`src/rtl/dmem_arbiter_if.sv`:
```
// rtl/dmem_arbiter_if.sv - bundle of CPU, secondary requester and RAM signals around the data memory arbiter
interface dmem_arbiter_if #(
  parameter int DATA_W = 32,
  parameter int ADDR_W = 32
);
  // MEM stage side
  logic              cpu_en;
  logic              cpu_we;
  logic [ADDR_W-1:0] cpu_addr;
  logic [DATA_W-1:0] cpu_wdata;
  logic [DATA_W-1:0] cpu_rdata;
  logic              cpu_stall;
  // secondary requester side
  logic              dbg_req;
  logic              dbg_we;
  logic [ADDR_W-1:0] dbg_addr;
  logic [DATA_W-1:0] dbg_wdata;
  logic              dbg_ack;
  logic [DATA_W-1:0] dbg_rdata;
  // data RAM side
  logic              mem_we;
  logic [ADDR_W-1:0] mem_addr;
  logic [DATA_W-1:0] mem_wdata;
  logic [DATA_W-1:0] mem_rdata;

  // requesters and RAM
  modport master (
    output cpu_en, cpu_we, cpu_addr, cpu_wdata,
    output dbg_req, dbg_we, dbg_addr, dbg_wdata,
    output mem_rdata,
    input  cpu_rdata, cpu_stall, dbg_ack, dbg_rdata,
    input  mem_we, mem_addr, mem_wdata
  );

  // the arbiter
  modport slave (
    input  cpu_en, cpu_we, cpu_addr, cpu_wdata,
    input  dbg_req, dbg_we, dbg_addr, dbg_wdata,
    input  mem_rdata,
    output cpu_rdata, cpu_stall, dbg_ack, dbg_rdata,
    output mem_we, mem_addr, mem_wdata
  );
endinterface

```
`src/rtl/dmem_arbiter.sv`:
```
// rtl/dmem_arbiter.sv - CPU-priority data memory port arbiter with starvation-forced secondary grant
module dmem_arbiter #(
  parameter int DATA_W   = 32,
  parameter int ADDR_W   = 32,
  parameter int MAX_WAIT = 8,
  parameter int CNT_W    = 4
) (
  input  logic          i_clock,
  input  logic          i_reset,
  dmem_arbiter_if.slave bus
);

  typedef enum logic [1:0] {
    ST_IDLE  = 2'd0,
    ST_FORCE = 2'd1,
    ST_ACK   = 2'd2
  } state_t;

  localparam logic [CNT_W-1:0] LP_MAX_WAIT = CNT_W'(MAX_WAIT);

  state_t            r_state;
  state_t            w_next_state;
  logic [CNT_W-1:0]  r_wait_cnt;
  logic [CNT_W-1:0]  w_next_cnt;
  logic [CNT_W-1:0]  w_cnt_inc;
  logic [DATA_W-1:0] r_dbg_rdata;
  logic              w_dbg_owner;
  logic              w_capture;
  logic [ADDR_W-1:0] w_mem_addr;

  assign w_cnt_inc = r_wait_cnt + CNT_W'(1);

  // next-state, starvation counter update and port ownership for this cycle
  always_comb begin
    w_next_state = r_state;
    w_next_cnt   = r_wait_cnt;
    w_dbg_owner  = 1'b0;
    w_capture    = 1'b0;
    case (r_state)
      ST_IDLE: begin
        if (!bus.dbg_req) begin
          w_next_cnt = '0;
        end else if (!bus.cpu_en) begin
          // CPU is not using the port: hand it to the secondary for free
          w_dbg_owner  = 1'b1;
          w_capture    = 1'b1;
          w_next_cnt   = '0;
          w_next_state = ST_ACK;
        end else begin
          w_next_cnt = w_cnt_inc;
          if (w_cnt_inc == LP_MAX_WAIT) begin
            w_next_state = ST_FORCE;
          end
        end
      end
      ST_FORCE: begin
        // pipeline is frozen this cycle, so the CPU access simply replays next cycle
        w_dbg_owner  = 1'b1;
        w_capture    = 1'b1;
        w_next_cnt   = '0;
        w_next_state = ST_ACK;
      end
      ST_ACK: begin
        w_next_state = ST_IDLE;
      end
      default: begin
        w_next_cnt   = '0;
        w_next_state = ST_IDLE;
      end
    endcase
  end

  // state register, starvation counter and captured secondary read data
  always_ff @(posedge i_clock) begin
    if (i_reset) begin
      r_state     <= ST_IDLE;
      r_wait_cnt  <= '0;
      r_dbg_rdata <= '0;
    end else begin
      r_state    <= w_next_state;
      r_wait_cnt <= w_next_cnt;
      if (w_capture) begin
        r_dbg_rdata <= bus.mem_rdata;
      end
    end
  end

  assign w_mem_addr    = w_dbg_owner ? bus.dbg_addr : bus.cpu_addr;
  assign bus.mem_addr  = w_mem_addr;
  assign bus.mem_wdata = w_dbg_owner ? bus.dbg_wdata : bus.cpu_wdata;
  assign bus.mem_we    = i_reset ? 1'b0
                       : (w_dbg_owner ? bus.dbg_we : (bus.cpu_en & bus.cpu_we));

  assign bus.cpu_rdata = bus.mem_rdata;
  assign bus.cpu_stall = (r_state == ST_FORCE);
  assign bus.dbg_ack   = (r_state == ST_ACK);
  assign bus.dbg_rdata = r_dbg_rdata;

endmodule
```
`src/flat_wrapper.sv`:
```
// flat-port wrapper written by rule: the top's interface ports become plain ports
module dmem_arbiter_flat 
#(
  parameter int DATA_W   = 32,
  parameter int ADDR_W   = 32,
  parameter int MAX_WAIT = 8,
  parameter int CNT_W    = 4
)
  (i_clock, i_reset, bus_cpu_en, bus_cpu_we, bus_cpu_addr, bus_cpu_wdata, bus_dbg_req, bus_dbg_we, bus_dbg_addr, bus_dbg_wdata, bus_mem_rdata, bus_cpu_rdata, bus_cpu_stall, bus_dbg_ack, bus_dbg_rdata, bus_mem_we, bus_mem_addr, bus_mem_wdata);
  dmem_arbiter_if #(.DATA_W(DATA_W), .ADDR_W(ADDR_W)) bus_i ();
  input  logic i_clock;
  input  logic i_reset;
  input wire logic [$bits(bus_i.cpu_en)-1:0] bus_cpu_en;
  input wire logic [$bits(bus_i.cpu_we)-1:0] bus_cpu_we;
  input wire logic [$bits(bus_i.cpu_addr)-1:0] bus_cpu_addr;
  input wire logic [$bits(bus_i.cpu_wdata)-1:0] bus_cpu_wdata;
  input wire logic [$bits(bus_i.dbg_req)-1:0] bus_dbg_req;
  input wire logic [$bits(bus_i.dbg_we)-1:0] bus_dbg_we;
  input wire logic [$bits(bus_i.dbg_addr)-1:0] bus_dbg_addr;
  input wire logic [$bits(bus_i.dbg_wdata)-1:0] bus_dbg_wdata;
  input wire logic [$bits(bus_i.mem_rdata)-1:0] bus_mem_rdata;
  output wire logic [$bits(bus_i.cpu_rdata)-1:0] bus_cpu_rdata;
  output wire logic [$bits(bus_i.cpu_stall)-1:0] bus_cpu_stall;
  output wire logic [$bits(bus_i.dbg_ack)-1:0] bus_dbg_ack;
  output wire logic [$bits(bus_i.dbg_rdata)-1:0] bus_dbg_rdata;
  output wire logic [$bits(bus_i.mem_we)-1:0] bus_mem_we;
  output wire logic [$bits(bus_i.mem_addr)-1:0] bus_mem_addr;
  output wire logic [$bits(bus_i.mem_wdata)-1:0] bus_mem_wdata;
  assign bus_i.cpu_en = bus_cpu_en;
  assign bus_i.cpu_we = bus_cpu_we;
  assign bus_i.cpu_addr = bus_cpu_addr;
  assign bus_i.cpu_wdata = bus_cpu_wdata;
  assign bus_i.dbg_req = bus_dbg_req;
  assign bus_i.dbg_we = bus_dbg_we;
  assign bus_i.dbg_addr = bus_dbg_addr;
  assign bus_i.dbg_wdata = bus_dbg_wdata;
  assign bus_i.mem_rdata = bus_mem_rdata;
  assign bus_cpu_rdata = bus_i.cpu_rdata;
  assign bus_cpu_stall = bus_i.cpu_stall;
  assign bus_dbg_ack = bus_i.dbg_ack;
  assign bus_dbg_rdata = bus_i.dbg_rdata;
  assign bus_mem_we = bus_i.mem_we;
  assign bus_mem_addr = bus_i.mem_addr;
  assign bus_mem_wdata = bus_i.mem_wdata;
  dmem_arbiter #(.DATA_W(DATA_W), .ADDR_W(ADDR_W), .MAX_WAIT(MAX_WAIT), .CNT_W(CNT_W)) u_core (.i_clock(i_clock), .i_reset(i_reset), .bus(bus_i));
endmodule
```
`config.mk`:
```
export PLATFORM = sky130hd
export DESIGN_NAME = dmem_arbiter_flat
export DESIGN_NICKNAME = d
export VERILOG_FILES = /design/src/rtl/dmem_arbiter_if.sv /design/src/rtl/dmem_arbiter.sv /design/src/flat_wrapper.sv
export SDC_FILE = /design/constraint.sdc
export NUM_CORES = 1
export LEC_CHECK = 0
export ABC_AREA = 1
export CORE_AREA = 2 2 116 118
export CTS_CLUSTER_DIAMETER = 80
export DETAILED_ROUTE_END_ITERATION = 10
export DIE_AREA = 0 0 118 120
export GPL_TIMING_DRIVEN = 0
export PLACE_DENSITY_LB_ADDON = 0.2
export SLEW_MARGIN = 20
export SYNTH_ARGS = -nofsm -noshare
export SYNTH_HDL_FRONTEND = slang
export SYNTH_SLANG_ARGS = --single-unit
```
`constraint.sdc`:
```
create_clock -name i_clock -period 1.91 [get_ports i_clock]
set_clock_uncertainty 0.15 [all_clocks]
set_input_delay 0.4775 -clock i_clock [delete_from_list [all_inputs] [get_ports i_clock]]
set_output_delay 0.4775 -clock i_clock [all_outputs]
set_load 0.01 [all_outputs]
```
# Word level (Yosys, flattened, before mapping)
# Index checks and enable logic that the tools add are counted.
[word_totals]
latchBits = 0
regBits = 38
romBits = 0
mem_bits_rw = 0
input_bits = 166
elab_cells = 26
memories = 0
out_inout_bits = 131
[op_classes]
shifts = 0
n_reduce_logical = 2
magnitude_cmp = 0
n_bitwise = 1
eq_ne = 5
mux = 14
mul = 0
addsub = 1
div_mod_pow = 0
[ops]
columns = ["op", "n"]
rows = [
  ["$mux W32", 2],
  ["$mux W4", 2],
  ["$pmux W4 S2", 1],
  ["$mux W2", 3],
  ["$add A4 B1 Y4 const B", 1],
  ["$eq A4 B4 Y1 const B", 1],
  ["$mux W1", 4],
  ["$pmux W2 S2", 1],
  ["$ne A3 B2 Y1 const B", 1],
  ["$eq A2 B1 Y1 const B", 1],
  ["$eq A2 B2 Y1 const B", 1],
  ["$logic_not A2 Y1", 1],
  ["$ne A2 B2 Y1 const B", 1],
  ["$pmux W1 S2", 1],
  ["$reduce_and A2 Y1", 1],
  ["$and A1 B1 Y1", 1],
]

# Logic depth before layout (Yosys ltp)
[logic_depth]
depth_word = 6
mapped_depth = 8

# Worst setup path before layout
# Ideal clock, no wire load.
[synth_timing]
path_kind = "input port to output port"
from = "in bus_dbg_req"
to = "out bus_mem_addr[0]"
arrival_ns = 1.199
n_path_buf = 2
required_ns = 1.282
path_slack_ns = 0.084
stages = 8
path_cell_list = "inv_1 nor2_1 nand2_1 nand2_1 buf_4 buf_4 nand2_1 nand2_1"
[synth_via]
elab_chain_cells = 3
[synth_rtl]
columns = ["item", "line_no", "source"]
rows = [
  ["from (decl)", "flat_wrapper.sv:17", "input wire logic [$bits(bus_i.dbg_req)-1:0] bus_dbg_req;"],
  ["$mux W1", "dmem_arbiter.sv:41", "if (!bus.dbg_req) begin"],
  ["$pmux W1 S2", "dmem_arbiter.sv:39", "case (r_state)"],
  ["$mux W32", "dmem_arbiter.sv:88", "assign w_mem_addr = w_dbg_owner ? bus.dbg_addr : bus.cpu_addr;"],
  ["to (decl)", "flat_wrapper.sv:27", "output wire logic [$bits(bus_i.mem_addr)-1:0] bus_mem_addr;"],
]
# Every way passes these cells.

# Worst setup path after layout
[layout_timing]
from = "reg u_core.r_state[1]"
to = "out bus_mem_wdata[15]"
[layout_via]
elab_chain_cells = 3
word_cells_on_any_way = 4
classes_between = "eq/ne (1); mux (2); reduce/logical (1)"
[layout_rtl]
columns = ["item", "line_no", "source"]
rows = [
  ["from (decl)", "dmem_arbiter.sv:21", "state_t r_state;"],
  ["from (signal assigned)", "dmem_arbiter.sv:80", "r_state <= w_next_state;"],
  ["$eq A2 B1 Y1 or $logic_not A2 Y1 (tied branches)", "dmem_arbiter.sv:39", ""],
  ["$pmux W1 S2 *", "dmem_arbiter.sv:39", ""],
  ["$mux W32 *", "dmem_arbiter.sv:90", "assign bus.mem_wdata = w_dbg_owner ? bus.dbg_wdata : bus.cpu_wdata;"],
  ["to (decl)", "flat_wrapper.sv:28", "output wire logic [$bits(bus_i.mem_wdata)-1:0] bus_mem_wdata;"],
]
# Every way passes the cells marked *; elsewhere a longest branch is shown, timed or not.

==> flow_metrics.env <==
export IMPL_finalSetupViolCount=65
export IMPL_power_switching_mw=0.982
export IMPL_postRouteWirelength_mm=14.1
export IMPL_critical_path_startpoint_type="register"
export IMPL_yosysUniqueCellTypes=16
export IMPL_cts_sink_count=38
export IMPL_wire_per_inst_um=14.0
export IMPL_postLayoutSetupSlackWorst_ns=-0.339
export IMPL_power_frac_seq_pct=26.8
export IMPL_grt_pass1_wl_mm=20.7
export IMPL_floorplan_die_area_sq_um=14200
export IMPL_grt_ovfl_total=0
export IMPL_pin_count_of_the_biggest_net_entering_global_routing=20
export IMPL_flow_area_growth_from_synthesis_pct=158
export IMPL_post_synth_inst_count=493
export IMPL_worst_skew_pair_latency_ns=0.28
export IMPL_synth_seq_cells=38
export IMPL_critical_path_n_buffers_inverters=4
export IMPL_vdd_ir_drop_max_mv=0.264
export IMPL_outcome="finished with violations"
export IMPL_worstPathRequired_ns=1.28
export IMPL_multi_input_gate_area_sq_um=1850
export IMPL_grt_pass1_vias=4074
export IMPL_maxSlewViolCount=0
export IMPL_worst_case_headroom_to_the_max_slew_limit_pct=71.4
export IMPL_fillerInstances=1254
export IMPL_drt_iter0_markers=190
export IMPL_die_height_um=120
export IMPL_worst_hold_slack_ns=0.330
export IMPL_timing_worst_setup_path_type="reg -> out"
export IMPL_worst_path_most_repeated_cell="sky130_fd_sc_hd__nand2_2"
export IMPL_critical_path_peak_fanout=5
export IMPL_tightestPinTransition_ns=0.429
export IMPL_ioPinCount=297
export IMPL_synth_nets=660
export IMPL_grt_util_all_layers_pct=18.2
export IMPL_antenna_cells_inserted=0
export IMPL_antenna_found_initial=0
export IMPL_setup_tns_final_ns=-16.80
export IMPL_synth_seq_area_share_pct=28.0
export IMPL_synthesis_warning_total=0
export IMPL_cts_tree="yes"
export IMPL_maximum_capacitance_violations=0
export IMPL_drt_pre_antenna_iters=6
export IMPL_cp_slowest_cell="sky130_fd_sc_hd__dfxtp_4"
export IMPL_fin_crit_ns=2.25
export IMPL_place_gp_congestion=0.879
export IMPL_timing_hold_worst_class="in -> reg"
export IMPL_cp_arrival_ns=1.62
export IMPL_power_density_cells_nw_per_um2=462
export IMPL_max_freq_ghz=0.445
export IMPL_seqCellArea_sq_um=768
export IMPL_cp_top_family="simple AND/OR/NAND/NOR gates"
export IMPL_rows=42
export IMPL_slowest_delay_ns=0.36
export IMPL_setup_worst_path_end_class="output pin"
export IMPL_core_area_sq_um=13000
export IMPL_cts_htree_levels=2
export IMPL_comb_power_share_pct=47.6
export IMPL_nets=997
export IMPL_floorplan_initialDensity_pct=20.9
export IMPL_cts_path_max_buffers=2
export IMPL_share_of_total_power_consumed_by_net_switching_pct=30.3
export IMPL_vias=4143
export IMPL_post_route_period_util_pct=118
export IMPL_die_w_um=118
export IMPL_p_int_mw=2.26
export IMPL_min_delay_start="bus_mem_rdata[16]"
export IMPL_vias_per_cell=4.11
export IMPL_cts_inserted_buffers=5
export IMPL_place_inst=965
export IMPL_finalHoldViolations=0
export IMPL_unrepaired_setup_endpoints_after_global_routing="true"
export IMPL_worstPathCellList="nor2_4 > nand2_2 > nand2_4 > buf_12 > buf_8 > clkbuf_16 > nand2_2 > nand2_2 > buf_6"
export IMPL_io_buffer_count=296
export IMPL_instances_no_fill=1007
export IMPL_path_clk_slew_ns=0.06
export IMPL_clockRootBuffer="sky130_fd_sc_hd__clkbuf_16"
export IMPL_launching_instance_or_port_of_the_critical_path="u_core.r_state[1]$_SDFFE_PP0P_"
export IMPL_worstReg2RegStart="u_core.r_state[1]$_SDFFE_PP0P_"
export IMPL_synth_avg_cell_area_sq_um=5.51
export IMPL_violations_in_the_final_reports="negative setup slack"
export IMPL_hpwlAfterDp_mm=11.0
export IMPL_clockPowerShare_pct=25.7
export IMPL_synthesized_cell_area_sq_um=2720
export IMPL_final_antenna_net_count=0
export IMPL_drt_drc_violations_left=0
export IMPL_fraction_of_final_layout_cells_sized_beyond_drive_strength_1_pct=37.7
export IMPL_total_leakage_power_nw=3.52
## Yosys cell counts, drive strengths merged
| master | number | area [sq um] |
|---|---|---|
| nand4 | 2 | 12.5 |
| o21ai | 2 | 10.0 |
| buf | 54 | 375 |
| nor2 | 72 | 273 |
| inv | 41 | 154 |
| nand3 | 37 | 185 |
| nand2 | 239 | 900 |
| ha | 1 | 12.5 |
| dfxtp | 38 | 761 |
| clkbuf | 4 | 15.0 |
| a21oi | 3 | 18.8 |
## cell type report
class	count	share of cell area [%]
Buffer	54	7.17
Tap cell	176	3.14
Multi-Input combinational cell	356	26.3
Clock inverter	2	0.178
Inverter	41	2.34
Sequential cell	38	10.9
Timing Repair Buffer	334	47.9
Clock buffer	6	1.98
## metal layers
layer / share of wire [%] / up-vias / global-route usage [%] / routed length [um]
met5: 0 / - / 0 / 0
met4: 3.1 / 0 / 7.30 / 441
met3: 8.2 / 24 / 5.47 / 1160
met2: 53 / 194 / 34.8 / 7450
met1: 36 / 1813 / 18.4 / 5030
li1: - / 2112 / - / -
## kinds of logic after synthesis
family	synth area share (%)
and+or+nand+nor	50.4
buffers and inverters	20.0
DFF	28.0
AOI/OAI and AO/OA	1.06
adders and majority gates	0.461
## layout by cell type (no fill, tap or decap)
master / synthesis / layout
sky130_fd_sc_hd__a21oi_1: 2 / 2
sky130_fd_sc_hd__a21oi_4: 0 / 1
sky130_fd_sc_hd__buf_12: 0 / 12
sky130_fd_sc_hd__buf_16: 0 / 3
sky130_fd_sc_hd__buf_2: 12 / 47
sky130_fd_sc_hd__buf_4: 42 / 50
sky130_fd_sc_hd__buf_6: 0 / 39
sky130_fd_sc_hd__buf_8: 0 / 11
sky130_fd_sc_hd__clkbuf_1: 4 / 2
sky130_fd_sc_hd__clkbuf_16: 0 / 8
sky130_fd_sc_hd__clkbuf_2: 0 / 2
sky130_fd_sc_hd__clkbuf_8: 0 / 1
sky130_fd_sc_hd__clkdlybuf4s15_2: 0 / 23
sky130_fd_sc_hd__clkdlybuf4s50_1: 0 / 172
sky130_fd_sc_hd__clkinv_2: 0 / 1
sky130_fd_sc_hd__clkinvlp_4: 0 / 1
sky130_fd_sc_hd__dfxtp_1: 38 / 36
sky130_fd_sc_hd__dfxtp_4: 0 / 2
sky130_fd_sc_hd__dlygate4sd2_1: 0 / 12
sky130_fd_sc_hd__dlymetal6s2s_1: 0 / 12
sky130_fd_sc_hd__ha_1: 1 / 1
sky130_fd_sc_hd__inv_1: 38 / 37
sky130_fd_sc_hd__inv_2: 3 / 1
sky130_fd_sc_hd__inv_4: 0 / 2
sky130_fd_sc_hd__inv_6: 0 / 1
sky130_fd_sc_hd__nand2_1: 238 / 134
sky130_fd_sc_hd__nand2_2: 1 / 78
sky130_fd_sc_hd__nand2_4: 0 / 25
sky130_fd_sc_hd__nand2_8: 0 / 2
sky130_fd_sc_hd__nand3_1: 37 / 37
sky130_fd_sc_hd__nand4_1: 2 / 2
sky130_fd_sc_hd__nor2_1: 71 / 69
sky130_fd_sc_hd__nor2_2: 1 / 1
sky130_fd_sc_hd__nor2_4: 0 / 2
sky130_fd_sc_hd__o21ai_0: 2 / 2
## worst register-to-register path, delay by kind of cell (launching register included)
family / cells / cell delay (ns)
buf+inv: 3 / 0.53
flops: 1 / 0.36
simple gates: 5 / 0.55
## registers in the layout, summed over array words and instances, names as in the netlist
name / flops
u_core.bus.dbg_rdata: 32
u_core.r_state: 2
u_core.r_wait_cnt: 4
## power groups by stage
stage	clock network, mW	registers (mW)	logic [mW]
after floorplan	0	0.907	0.437
after global placement	0	0.884	1.31
after detailed placement	0	0.887	1.32
after CTS	0.865	0.868	1.48
after global routing	0.896	0.874	1.65
final	0.832	0.868	1.54
## stage by stage
step           utilization (%)  instance area (sq um)  power (mW)  setup slack [ns]
6_report                  54.1                   7020        3.24            -0.339
5_1_grt                   54.1                   7020        3.42            -0.406
4_1_cts                   51.8                   6730        3.21            -0.369
3_5_place_dp              45.5                   5900        2.21             -1.39
3_3_place_gp              45.5                   5900        2.19             -1.41
2_1_floorplan                -                   2720        1.34            0.0837
## worst paths after layout
kind	end	depth (start not counted)	slack, ns
max	bus_mem_wdata[15]	9	-0.34
min	u_core.bus.dbg_rdata[16]$_SDFFE_PP0P_	3	0.33
max reg2reg	u_core.bus.dbg_rdata[30]$_SDFFE_PP0P_	8	0.24
min reg2reg	u_core.r_wait_cnt[3]$_SDFFE_PP0N_	2	0.34
## repair_timing
item	CTS	global route
resized for setup	527	115
setup endpoints to repair	99	85
hold buffers	0	0
pin swaps	26	29
buffers inserted	23	9
cloned	9	2
No activity file was read; power rests on OpenSTA's default activity.
